## src/rtl/decode_pipe.sv

```systemverilog
// decode_pipe: per-lane RISC-V (RV32IM subset) instruction decoder followed by
// a two-entry skid buffer (main + skid register) toward the instruction queue.
//
// Handshake: a bundle moves on a channel in every cycle where valid and ready
// are both high. Once valid is raised, the sender holds the bundle stable until
// that transfer happens. in_ready depends only on registered state, so there is
// no combinational path from out_ready back to in_ready.
//
// Ports:
//   clk, rst_n       clock, asynchronous active-low reset
//   flush            drop every buffered bundle and any bundle accepted this cycle
//   in_valid/ready   fetch-side handshake
//   in_lane_valid    per-lane presence, lane 0 oldest
//   in_inst, in_pc   raw instruction word and pc per lane
//   out_valid/ready  instruction-queue-side handshake
//   out_info         decoded lanes (driven from the main register)
//   out_illegal      per-lane unsupported encoding flag (valid lanes only)
//   dbg_state        buffer FSM state (0 EMPTY, 1 ONE, 2 TWO)

package decode_pkg;
    parameter int XLEN = 32;

    typedef enum logic [2:0] {
        ALU_ADD, ALU_SUB, ALU_SLL, ALU_XOR, ALU_SRL, ALU_SRA, ALU_OR, ALU_AND
    } alu_op_e;

    typedef enum logic [2:0] {
        CMP_BEQ, CMP_BNE, CMP_BLT, CMP_BGE, CMP_BLTU, CMP_BGEU
    } cmp_op_e;

    typedef struct packed {
        logic            valid;
        logic [31:0]     inst;
        logic [6:0]      opcode;
        logic [2:0]      funct3;
        logic [6:0]      funct7;
        logic [4:0]      rs1_s;
        logic [4:0]      rs2_s;
        logic [4:0]      rd_s;
        logic [XLEN-1:0] pc_curr;
        logic [XLEN-1:0] pc_next;
        logic [XLEN-1:0] immediate;
        logic            alu_en;
        alu_op_e         alu_op;
        logic            cmp_en;
        cmp_op_e         cmp_op;
        logic            is_branch;
        logic            is_jump;
        logic            is_load;
        logic            is_store;
        logic            is_mul;
        logic [1:0]      mul_type;
        logic            is_div;
    } instruction_info_reg_t;

    localparam logic [6:0] OP_LUI    = 7'b0110111;
    localparam logic [6:0] OP_AUIPC  = 7'b0010111;
    localparam logic [6:0] OP_JAL    = 7'b1101111;
    localparam logic [6:0] OP_JALR   = 7'b1100111;
    localparam logic [6:0] OP_BRANCH = 7'b1100011;
    localparam logic [6:0] OP_LOAD   = 7'b0000011;
    localparam logic [6:0] OP_STORE  = 7'b0100011;
    localparam logic [6:0] OP_OPIMM  = 7'b0010011;
    localparam logic [6:0] OP_OPREG  = 7'b0110011;
endpackage

module decode_pipe
    import decode_pkg::*;
#(
    parameter int DECODE_WIDTH = 2,
    // Must match decode_pkg::XLEN, which sizes the out_info struct fields.
    parameter int XLEN         = decode_pkg::XLEN
) (
    input  logic                                    clk,
    input  logic                                    rst_n,
    input  logic                                    flush,
    input  logic                                    in_valid,
    output logic                                    in_ready,
    input  logic [DECODE_WIDTH-1:0]                 in_lane_valid,
    input  logic [DECODE_WIDTH-1:0][31:0]           in_inst,
    input  logic [DECODE_WIDTH-1:0][XLEN-1:0]       in_pc,
    output logic                                    out_valid,
    input  logic                                    out_ready,
    output instruction_info_reg_t [DECODE_WIDTH-1:0] out_info,
    output logic [DECODE_WIDTH-1:0]                 out_illegal,
    output logic [1:0]                              dbg_state
);

    typedef enum logic [1:0] {
        ST_EMPTY = 2'd0,
        ST_ONE   = 2'd1,
        ST_TWO   = 2'd2
    } state_e;

    // Decode a single lane; valid is set here and masked by the caller.
    function automatic instruction_info_reg_t decode_lane(
        input  logic [31:0]     inst,
        input  logic [XLEN-1:0] pc,
        output logic            illegal
    );
        instruction_info_reg_t d;
        logic signed [31:0]    simm;
        d       = '0;
        simm    = '0;
        illegal = 1'b0;

        d.valid   = 1'b1;
        d.inst    = inst;
        d.opcode  = inst[6:0];
        d.funct3  = inst[14:12];
        d.funct7  = inst[31:25];
        d.rs1_s   = inst[19:15];
        d.rs2_s   = inst[24:20];
        d.rd_s    = inst[11:7];
        d.pc_curr = pc;
        d.pc_next = pc + XLEN'(4);

        case (inst[6:0])
            OP_LUI, OP_AUIPC: begin
                simm    = {inst[31:12], 12'b0};
                d.rs1_s = '0;
                d.rs2_s = '0;
                d.alu_en = 1'b1;
                d.alu_op = ALU_ADD;
            end
            OP_JAL: begin
                simm      = {{11{inst[31]}}, inst[31], inst[19:12], inst[20], inst[30:21], 1'b0};
                d.rs1_s   = '0;
                d.rs2_s   = '0;
                d.is_jump = 1'b1;
            end
            OP_JALR: begin
                simm      = {{20{inst[31]}}, inst[31:20]};
                d.rs2_s   = '0;
                d.is_jump = 1'b1;
            end
            OP_BRANCH: begin
                simm        = {{19{inst[31]}}, inst[31], inst[7], inst[30:25], inst[11:8], 1'b0};
                d.rd_s      = '0;
                d.is_branch = 1'b1;
                d.cmp_en    = 1'b1;
                case (inst[14:12])
                    3'b001:  d.cmp_op = CMP_BNE;
                    3'b100:  d.cmp_op = CMP_BLT;
                    3'b101:  d.cmp_op = CMP_BGE;
                    3'b110:  d.cmp_op = CMP_BLTU;
                    3'b111:  d.cmp_op = CMP_BGEU;
                    default: d.cmp_op = CMP_BEQ;
                endcase
            end
            OP_LOAD: begin
                simm      = {{20{inst[31]}}, inst[31:20]};
                d.rs2_s   = '0;
                d.is_load = 1'b1;
                d.alu_en  = 1'b1;
                d.alu_op  = ALU_ADD;
            end
            OP_STORE: begin
                simm       = {{20{inst[31]}}, inst[31:25], inst[11:7]};
                d.rd_s     = '0;
                d.is_store = 1'b1;
                d.alu_en   = 1'b1;
                d.alu_op   = ALU_ADD;
            end
            OP_OPIMM, OP_OPREG: begin
                if (inst[6:0] == OP_OPIMM) begin
                    simm    = {{20{inst[31]}}, inst[31:20]};
                    d.rs2_s = '0;
                end
                if (inst[6:0] == OP_OPREG && inst[31:25] == 7'b0000001) begin
                    // M extension: multiplier/divider, no ALU or comparator.
                    if (!inst[14]) begin
                        d.is_mul = 1'b1;
                        case (inst[13:12])
                            2'b10:   d.mul_type = 2'b10;
                            2'b11:   d.mul_type = 2'b00;
                            default: d.mul_type = 2'b01;
                        endcase
                    end else begin
                        d.is_div = 1'b1;
                    end
                end else begin
                    if (inst[6:0] == OP_OPREG && inst[31:25] != 7'b0000000 &&
                        inst[31:25] != 7'b0100000) begin
                        illegal = 1'b1;
                    end
                    d.alu_en = 1'b1;
                    case (inst[14:12])
                        // Only op-reg has a subtract form; addi ignores inst[30].
                        3'b000: d.alu_op = (inst[6:0] == OP_OPREG && inst[30]) ? ALU_SUB : ALU_ADD;
                        3'b001: d.alu_op = ALU_SLL;
                        3'b010: begin
                            d.alu_en = 1'b0;
                            d.cmp_en = 1'b1;
                            d.cmp_op = CMP_BLT;
                        end
                        3'b011: begin
                            d.alu_en = 1'b0;
                            d.cmp_en = 1'b1;
                            d.cmp_op = CMP_BLTU;
                        end
                        3'b100: d.alu_op = ALU_XOR;
                        3'b101: d.alu_op = inst[30] ? ALU_SRA : ALU_SRL;
                        3'b110: d.alu_op = ALU_OR;
                        default: d.alu_op = ALU_AND;
                    endcase
                end
            end
            default: illegal = 1'b1;
        endcase

        d.immediate = simm;
        return d;
    endfunction

    state_e                                 r_state;
    state_e                                 w_next_state;
    instruction_info_reg_t [DECODE_WIDTH-1:0] r_main_info;
    instruction_info_reg_t [DECODE_WIDTH-1:0] r_skid_info;
    logic [DECODE_WIDTH-1:0]                r_main_ill;
    logic [DECODE_WIDTH-1:0]                r_skid_ill;

    instruction_info_reg_t [DECODE_WIDTH-1:0] w_lane_info;
    logic [DECODE_WIDTH-1:0]                w_lane_ill;
    logic [DECODE_WIDTH-1:0]                w_raw_ill;
    logic                                   w_alive;
    logic                                   w_lane_ok;
    logic                                   w_in_xfer;
    logic                                   w_out_xfer;
    logic                                   w_load_main_in;
    logic                                   w_load_main_skid;
    logic                                   w_load_skid;

    // Lane decode with masking: the first absent lane, or a lane after a
    // valid jump, ends the bundle.
    always_comb begin
        w_lane_info = '0;
        w_lane_ill  = '0;
        w_raw_ill   = '0;
        w_alive     = 1'b1;
        w_lane_ok   = 1'b0;
        for (int i = 0; i < DECODE_WIDTH; i++) begin
            w_lane_info[i]       = decode_lane(in_inst[i], in_pc[i], w_raw_ill[i]);
            w_lane_ok            = w_alive & in_lane_valid[i];
            w_lane_info[i].valid = w_lane_ok;
            w_lane_ill[i]        = w_lane_ok & w_raw_ill[i];
            w_alive              = w_lane_ok & ~w_lane_info[i].is_jump;
        end
    end

    assign in_ready   = (r_state != ST_TWO);
    assign out_valid  = (r_state != ST_EMPTY);
    assign w_in_xfer  = in_valid & in_ready;
    assign w_out_xfer = out_valid & out_ready;

    always_comb begin
        w_next_state     = r_state;
        w_load_main_in   = 1'b0;
        w_load_main_skid = 1'b0;
        w_load_skid      = 1'b0;
        case (r_state)
            ST_EMPTY: begin
                if (w_in_xfer) begin
                    w_next_state   = ST_ONE;
                    w_load_main_in = 1'b1;
                end
            end
            ST_ONE: begin
                if (w_in_xfer && w_out_xfer) begin
                    w_load_main_in = 1'b1;
                end else if (w_in_xfer) begin
                    w_next_state = ST_TWO;
                    w_load_skid  = 1'b1;
                end else if (w_out_xfer) begin
                    w_next_state = ST_EMPTY;
                end
            end
            ST_TWO: begin
                if (w_out_xfer) begin
                    w_next_state     = ST_ONE;
                    w_load_main_skid = 1'b1;
                end
            end
            default: w_next_state = ST_EMPTY;
        endcase
    end

    always_ff @(posedge clk or negedge rst_n) begin
        if (!rst_n) begin
            r_state <= ST_EMPTY;
        end else if (flush) begin
            r_state <= ST_EMPTY;
        end else begin
            r_state <= w_next_state;
        end
    end

    always_ff @(posedge clk or negedge rst_n) begin
        if (!rst_n) begin
            r_main_info <= '0;
            r_skid_info <= '0;
            r_main_ill  <= '0;
            r_skid_ill  <= '0;
        end else if (flush) begin
            r_main_info <= '0;
            r_skid_info <= '0;
            r_main_ill  <= '0;
            r_skid_ill  <= '0;
        end else begin
            if (w_load_main_in) begin
                r_main_info <= w_lane_info;
                r_main_ill  <= w_lane_ill;
            end else if (w_load_main_skid) begin
                r_main_info <= r_skid_info;
                r_main_ill  <= r_skid_ill;
            end
            if (w_load_skid) begin
                r_skid_info <= w_lane_info;
                r_skid_ill  <= w_lane_ill;
            end
        end
    end

    assign out_info    = r_main_info;
    assign out_illegal = r_main_ill;
    assign dbg_state   = r_state;

endmodule

```

## config.mk

```make
export PLATFORM = sky130hd
export DESIGN_NAME = decode_pipe
export DESIGN_NICKNAME = d
export VERILOG_FILES = /design/src/rtl/decode_pipe.sv
export SDC_FILE = /design/constraint.sdc
export NUM_CORES = 1
export LEC_CHECK = 0
export CAP_MARGIN = 15
export CORE_MARGIN = 2
export CORE_UTILIZATION = 55
export DETAILED_ROUTE_END_ITERATION = 7
export GPL_ROUTABILITY_DRIVEN = 0
export PLACE_DENSITY_LB_ADDON = 0.3
export SLEW_MARGIN = 20
export SYNTH_ARGS = -nofsm -noshare
export SYNTH_HDL_FRONTEND = slang
export SYNTH_SLANG_ARGS = --single-unit
```

## constraint.sdc

```tcl
create_clock -name clk -period 3.9 [get_ports clk]
set_input_delay 0.39 -clock clk [delete_from_list [all_inputs] [get_ports clk]]
set_output_delay 0.39 -clock clk [all_outputs]
set_load 0.02 [all_outputs]
```

==> summary.txt, run 1 <==
Clocking
  • CTS tree: built
  • Gates resized, CTS repair: 0
  • CTS H-tree depth: 3
  • Skew-Pair Late Insertion Delay: 0.60 ns
  • Clock Tree Buf Depth: 3
  • CTS Hold Bufs: 1
  • Num CTS Buffers: 69
  • Root Driver: clkbuf_16
  • Total setup buffers inserted after CTS: 0
  • Clock sinks: 638
  • Reg clk slew, reported paths: 0.06 ns

Global route
  • Initial antenna violation count: 5
  • Overall Global Routing Usage: 0.361
  • First-pass GRT wire length: 158000 um
  • Largest net degree at the start of global routing: around 160
  • Vias in the first global route: 26.5k
  • Gr ovfl total: 0

STA
  • Tcrit/Tclk final: 0.769
  • Max Clk Rate: 333 MHz
  • Slew margin rel.: 0.243
  • Max Slew Vio Count: 0
  • Worst-margin pin slew: between 1 and 1.5 ns
  • Unrepaired setup endpoints after global routing: no
  • Final hold viol count: 0
  • Final Setup Violations: 0
  • Min Tclk post-route: 3.00 ns
  • Max Clock Skew: about 0.022 ns
  • Final setup TNS: 0 ns

Critical path
  • Max FO, Critical Path: 31
  • Crit path cell chain: nand2b_1 > a21oi_4 > buf_4 > nand3_1 > o311ai_0
  • WS Path Type: register to register
  • CP Capture Type: register
  • Critical path data required time: 4.36 ns
  • Arrival time at the worst endpoint: 3.46 ns
  • CP Launch Type: register
  • Crit-path max cell delay: approximately 1 ns
  • Max stage delay cell, worst path: a21oi_4

Yosys
  • Top FF cell, synth: dfrtp_1
  • Yosys reg bits: 638
  • Post-synthesis sequential area ratio: 0.531
  • Mapped Nets: 3545
  • FFs w/ async S/R, synth: 1.00
  • Post-synth EDFFs: 0
  • Post-synth cell types: 70
  • Synthesized instance count: 3408
  • Synthesized cell area: about 30000 sq um
  • Syn Area/Cell: 8.81 sq um
  • Synth warnings: 0

Floorplan
  • IO Count: 495
  • Die ar.: 56500 sq um
  • Starting Density: 0.557
  • Chip Height: 238 um
  • Row Count: 85
  • Core ar.: about 54000 sq um
  • Die Wd: 238 um

Placed design
  • Placed cells: 4345
  • Port buffer count: 494
  • DP HPWL: 68100 um

Power and ir drop
  • Max rail drop VDD: 0.000390 V
  • P per Cell Area: 434 nW/um^2
  • Static leakage: 15.4 nW

Route
  • DR iter-0 viols: roughly 3.5k
  • 1st-pass router iterations: 6
  • Wirelength per Cell: roughly 23 um
  • Remaining DRCs: 0
  • ANT nets after route: 0
  • Total wire length: 103000 um
  • Vias per cell: about 6.3
  • DR vias: 28.0k

Finish
  • Filler instances: 4160
  • Area Growth Syn to Fin: 25.4%
  • Final #Nets: 3858
  • Share of cells above drive strength 1: 0.0573
  • Post-route insts no fill: 4468
  • Util after Layout: 0.699

Outcome
  • Status: completed

Worst hold path
  • Worst hold path type: primary input to register

Flow run
  • Max_cap viols: 0
-- final cells by class --
cell class              count  area [sq um]  area share
multi-input cells        2411         12700       0.337
repair buffers            582          5880       0.156
inverters                  19          71.3     0.00189
flip-flops and latches    638         16000       0.424
diodes                      4          10.0    0.000266
clock buffers             108          2090      0.0554
well taps                 696           871      0.0231
clock inverters            10           103     0.00272
-- layer usage --
| layer | routed length, um | share of wire | up-vias | track usage |
|---|---|---|---|---|
| met1 | 39500 | 0.38 | 13660 | 0.479 |
| met3 | 10800 | 0.11 | 244 | 0.0930 |
| met4 | 4830 | 0.047 | 2 | 0.169 |
| met2 | 47700 | 0.46 | 1514 | 0.557 |
| li1 | - | - | 12541 | - |
| met5 | 15 | 0.00015 | - | 0 |
-- kinds of logic after synthesis --
kind of cell	Yosys count	share of synthesized area
and+or+nand+nor	1433	0.203
AOI/OAI and AO/OA	917	0.197
DFF	638	0.531
buffers and inverters	359	0.0504
xor gates and xnor gates	56	0.0163
muxes	3	0.00104
adders and majority gates	2	0.000833
-- synthesized netlist by cell type (6+ instances only) --
| cell type | count | share of area |
|---|---|---|
| nor2b_1 | 12 | 0.0025 |
| a21o_1 | 24 | 0.0060 |
| xor2_1 | 15 | 0.0044 |
| inv_1 | 19 | 0.0024 |
| a211o_1 | 7 | 0.0020 |
| dfrtp_1 | 638 | 0.53 |
| o211ai_1 | 9 | 0.0022 |
| and3_1 | 19 | 0.0040 |
| and2_1 | 9 | 0.0019 |
| buf_4 | 38 | 0.0095 |
| a21oi_1 | 324 | 0.054 |
| o311ai_0 | 21 | 0.0061 |
| nand3_1 | 116 | 0.019 |
| nor3_1 | 53 | 0.0088 |
| nor4_1 | 29 | 0.0060 |
| xnor2_1 | 41 | 0.012 |
| buf_2 | 20 | 0.0033 |
| nand2_1 | 772 | 0.096 |
| nand2b_1 | 12 | 0.0025 |
| a31oi_1 | 6 | 0.0012 |
| o31ai_1 | 18 | 0.0045 |
| o22ai_1 | 6 | 0.0012 |
| or3_1 | 10 | 0.0021 |
| nor2_1 | 330 | 0.041 |
| a311oi_1 | 143 | 0.042 |
| a22o_1 | 23 | 0.0067 |
| nand4_1 | 24 | 0.0050 |
| and4_1 | 6 | 0.0017 |
| a22oi_1 | 61 | 0.015 |
| buf_1 | 28 | 0.0035 |
| clkbuf_1 | 254 | 0.032 |
| o21ai_0 | 183 | 0.030 |
| a211oi_1 | 42 | 0.010 |
-- power breakdown --
group | internal [mW] | switching (mW) | total [mW]
Combinational | 1.02 | 1.76 | 2.78
Sequential | 6.93 | 0.226 | 7.15
Clock | 3.79 | 2.64 | 6.43
-- worst max-delay path: cells and delay by family (launching register included) --
kind	cells	cell delay, ns
buffers and inverters	1	0.33
AO/OA/AOI/OAI	2	1.11
AND/OR/NAND/NOR	2	0.66
flip-flops	1	0.74
-- layout by cell type, fill, tap and decap left out, types with 11 or more instances in the layout --
cell type / count
nor4_1: 29
inv_1: 18
clkbuf_8: 13
a22oi_1: 61
a21oi_1: 323
nand2b_1: 12
xor2_1: 15
xnor2_1: 41
clkbuf_1: 22
nand2_1: 771
a22o_1: 23
nor2_1: 325
nor2b_1: 11
a21o_1: 24
clkbuf_16: 73
clkdlybuf4s50_1: 492
nor3_1: 53
and3_1: 19
a211oi_1: 42
dfrtp_1: 638
a311oi_1: 143
o311ai_0: 21
buf_4: 66
nand3_1: 115
nand4_1: 24
buf_12: 21
o31ai_1: 18
o21ai_0: 183
-- through the flow --
stage          hold WS (ns)  power (mW)  setup slack, ns  cell area (sq um)
3_3_place_gp          0.455        9.97            0.790              35500
2_1_floorplan        0.0944        8.59             1.76              30000
3_5_place_dp          0.465        10.0            0.710              35500
4_1_cts               0.267        16.4            0.989              37700
5_1_grt               0.291        16.9            0.801              37700
6_report              0.281        16.4            0.901              37700
-- worst paths after layout --
path,startpoint,endpoint,slack (ns),cells past startpoint
min reg2reg,r_skid_info[120],r_skid_info[120],0.48,2
min in group asynchronous,rst_n,out_info[206],0.50,2
max in group asynchronous,rst_n,out_info[231],2.32,3
max,dbg_state[0],out_info[215],0.90,5
min,flush,dbg_state[0],0.28,2
max reg2reg,dbg_state[0],out_info[215],0.90,5
-- state kept, by name, indices dropped and copies added, names as in the netlist --
| register | count |
|---|---|
| dbg_state | 2 |
| out_illegal | 2 |
| out_info | 316 |
| r_skid_ill | 2 |
| r_skid_info | 316 |
Note: power is estimated with default switching activity, not from simulation.
==> run 2: changes to the inputs <==
- CORE_UTILIZATION: 55 -> 54
- clock period: 3.9 -> 3.1 ns (I/O delays scaled with it)
==> summary.txt, run 2 (same netlist as run 1, synthesis figures left out) <==
Outcome
  • Status: completed

Finish
  • Commonest non-fill, non-tap cell in the layout: nand2_1
  • Area Growth Syn to Fin: 26.9%
  • Commonest cells after routing, fill and taps aside: nand2_1, dfrtp_1, clkdlybuf4s50_1
  • Filler instances: 4336 (+4.2%)
  • Final #Nets: 3896 (+0.98%)
  • Share of cells above drive strength 1: 0.0680 (+0.0106)

Global route
  • Grt met1 use: 0.468 (-0.0118)
  • Vias in the first global route: 26.4k (-0.33%)
  • Met3 GRT Util: 0.0936 (+0.000550)
  • Largest net degree at the start of global routing: 144 (-8.9%)
  • Global routing usage on met2: 0.557 (about the same)
  • GR peak layer: met2
  • Gr ovfl total: 0 (unchanged)
  • First-pass GRT wire length: 159000 um (+0.69%)
  • Overall Global Routing Usage: 0.360 (-0.000997)
  • Initial antenna violation count: 7 (+2)

Clocking
  • Num CTS Buffers: 69 (unchanged)
  • Root Driver: clkbuf_16
  • CTS tree: built
  • Reg clk slew, reported paths: 0.06 ns (about the same)
  • Skew-Pair Late Insertion Delay: 0.62 ns (+0.02 ns)
  • Clock Tree Buf Depth: 3 (unchanged)
  • Clock sinks: 638 (unchanged)
  • Total setup buffers inserted after CTS: 0 (unchanged)
  • CTS H-tree depth: 3 (unchanged)

Critical path
  • Arrival time at the worst endpoint: 3.23 ns (-0.23 ns)
  • Largest delay share family, worst path: simple AND/OR/NAND/NOR gates
  • CP Capture Type: register
  • Worst R2R Start: dbg_state[0]
  • CP Buf/Inv Count: 0 (-1)
  • Max stage delay cell, worst path: dfrtp_1
  • Crit-path max cell delay: 0.70 ns (-0.29 ns)
  • Worst R2R End: r_skid_info[295]
  • Critical path data required time: 3.63 ns (-0.73 ns)
  • Max FO, Critical Path: 10 (-68%)
  • CP Launch Type: register
  • FF-to-FF setup slack: 0.40 ns (-0.50 ns)
  • Crit path cell chain: nand2b_1 > nor2_4 > nand2_1 > nor2_1 > a22o_1
  • Depth of the most critical reg-to-reg path: 5 (unchanged)
  • WS Path Type: register to register

Floorplan
  • Starting Density: 0.545 (-0.0119)
  • Die Wd: 240 um (+0.91%)
  • Row Count: 86 (+1.2%)
  • IO Count: 495 (unchanged)
  • Chip Height: 240 um (+0.91%)
  • Core ar.: 55100 sq um (+2.2%)
  • Die ar.: 57500 sq um (+1.8%)

Route
  • ANT nets after route: 0 (unchanged)
  • Wirelength per Cell: 22.9 um (-0.36%)
  • DR vias: 28.4k (+1.4%)
  • DR iter-0 viols: 3392 (-3.4%)
  • Remaining DRCs: 0 (unchanged)
  • Total wire length: 105000 um (+1.8%)
  • 1st-pass router iterations: 7 (+1)
  • Vias per cell: 6.21 (-0.72%)

Power and ir drop
  • P per Cell Area: 543 nW/um^2 (+25%)
  • Static leakage: 15.7 nW (+1.5%)
  • Max rail drop VDD: 0.000405 V (+3.7%)

STA
  • Worst-margin pin slew: 1.14 ns (+0.00542 ns)
  • Slew margin rel.: 0.242 (-0.000953)
  • Final Setup Violations: 0 (unchanged)
  • Unrepaired setup endpoints after global routing: no
  • Setup slack after layout: 0.397 ns (-0.504 ns)
  • Final setup TNS: 0 ns (unchanged)
  • Max Slew Vio Count: 0 (unchanged)
  • Max Clock Skew: 0.0230 ns (+0.00122 ns)
  • Min Tclk post-route: 2.70 ns (-0.296 ns)
  • Max Clk Rate: 370 MHz (+11%)
  • Final hold viol count: 0 (unchanged)
  • Tcrit/Tclk final: 0.872 (+0.103)

Placed design
  • DP HPWL: 70300 um (+3.2%)
  • Pre-CTS setup slack: 0.220 ns (-0.490 ns)
  • Port buffer count: 494 (unchanged)

Worst hold path
  • Hold Crit Depth: 2 (unchanged)
  • Endpoint, Worst Hold: r_skid_info[201]
  • Worst hold path type: primary input to register
  • Hold Startpoint: flush

Flow run
  • Max_cap viols: 0 (unchanged)
[run 2: cell count changes in the layout (fill, tap and decap cells not counted), moves of 3 or more]
cell,change
buf_12,+7
buf_4,+31
inv_6,+5
clkbuf_8,+3
clkbuf_16,-3
[run 2: report_power, final]
group / switching, mW / total (mW) / leakage, nW / internal, mW
Combinational: 2.24 / 3.56 / 5.88 / 1.32
Sequential: 0.289 / 9.00 / 8.70 / 8.71
Clock: 3.42 / 8.15 / 1.09 / 4.73
Total: 5.95 / 20.7 / 15.7 / 14.8
[run 2: worst max path at each step]
stage | start | end | slack [ns] | cells past startpoint
CTS | dbg_state[0] | out_info[115] | 0.45 | 6
global route | dbg_state[0] | r_skid_info[27] | 0.24 | 5
finish | dbg_state[0] | r_skid_info[295] | 0.40 | 5
floorplan | dbg_state[1] | out_info[212] | 0.96 | 7
global placement | in_inst[34] | out_info[188] | 0.37 | 6
detailed placement | out_ready | r_skid_info[17] | 0.22 | 6
[run 2: area by class of cell]
class	count	area, sq um	area share
antenna	5	12.5	0.000328
clock buffer	108	2050	0.0539
clock inverter	15	155	0.00407
inverter	19	71.3	0.00187
multi-input combinational	2411	12700	0.333
sequential	638	16000	0.419
tap	748	936	0.0245
timing repair buffer	620	6250	0.164
[run 2: routing by layer]
layer | vias up | routed length (um)
met5 | - | 44
met4 | 6 | 6170
met3 | 303 | 10400
met2 | 1588 | 48400
met1 | 13835 | 39700
li1 | 12624 | -
[run 2: worst register-to-register path: cells and delay by family, from the launching register on]
kind,cells,cell delay (ns)
flops,1,0.70
simple gates,4,1.74
compound gates,1,0.18
[run 2: metrics by stage]
stage	hold slack [ns]	total power [mW]	std cells	instance area (sq um)	utilization
after floorplan	0.0144	10.8	3408	30000	-
after global placement	0.274	12.6	4435	35900	0.652
after detailed placement	0.268	12.7	4435	35900	0.652
after CTS	0.0599	20.7	4559	38100	0.692
after global routing	0.0874	21.4	4563	38100	0.692
final	0.0749	20.7	4564	38100	0.692
[run 2: timing repair]
action	4_1_cts	5_1_grt
gates resized for setup	0	0
hold endpoints to repair	150	0
hold buffers	1	0
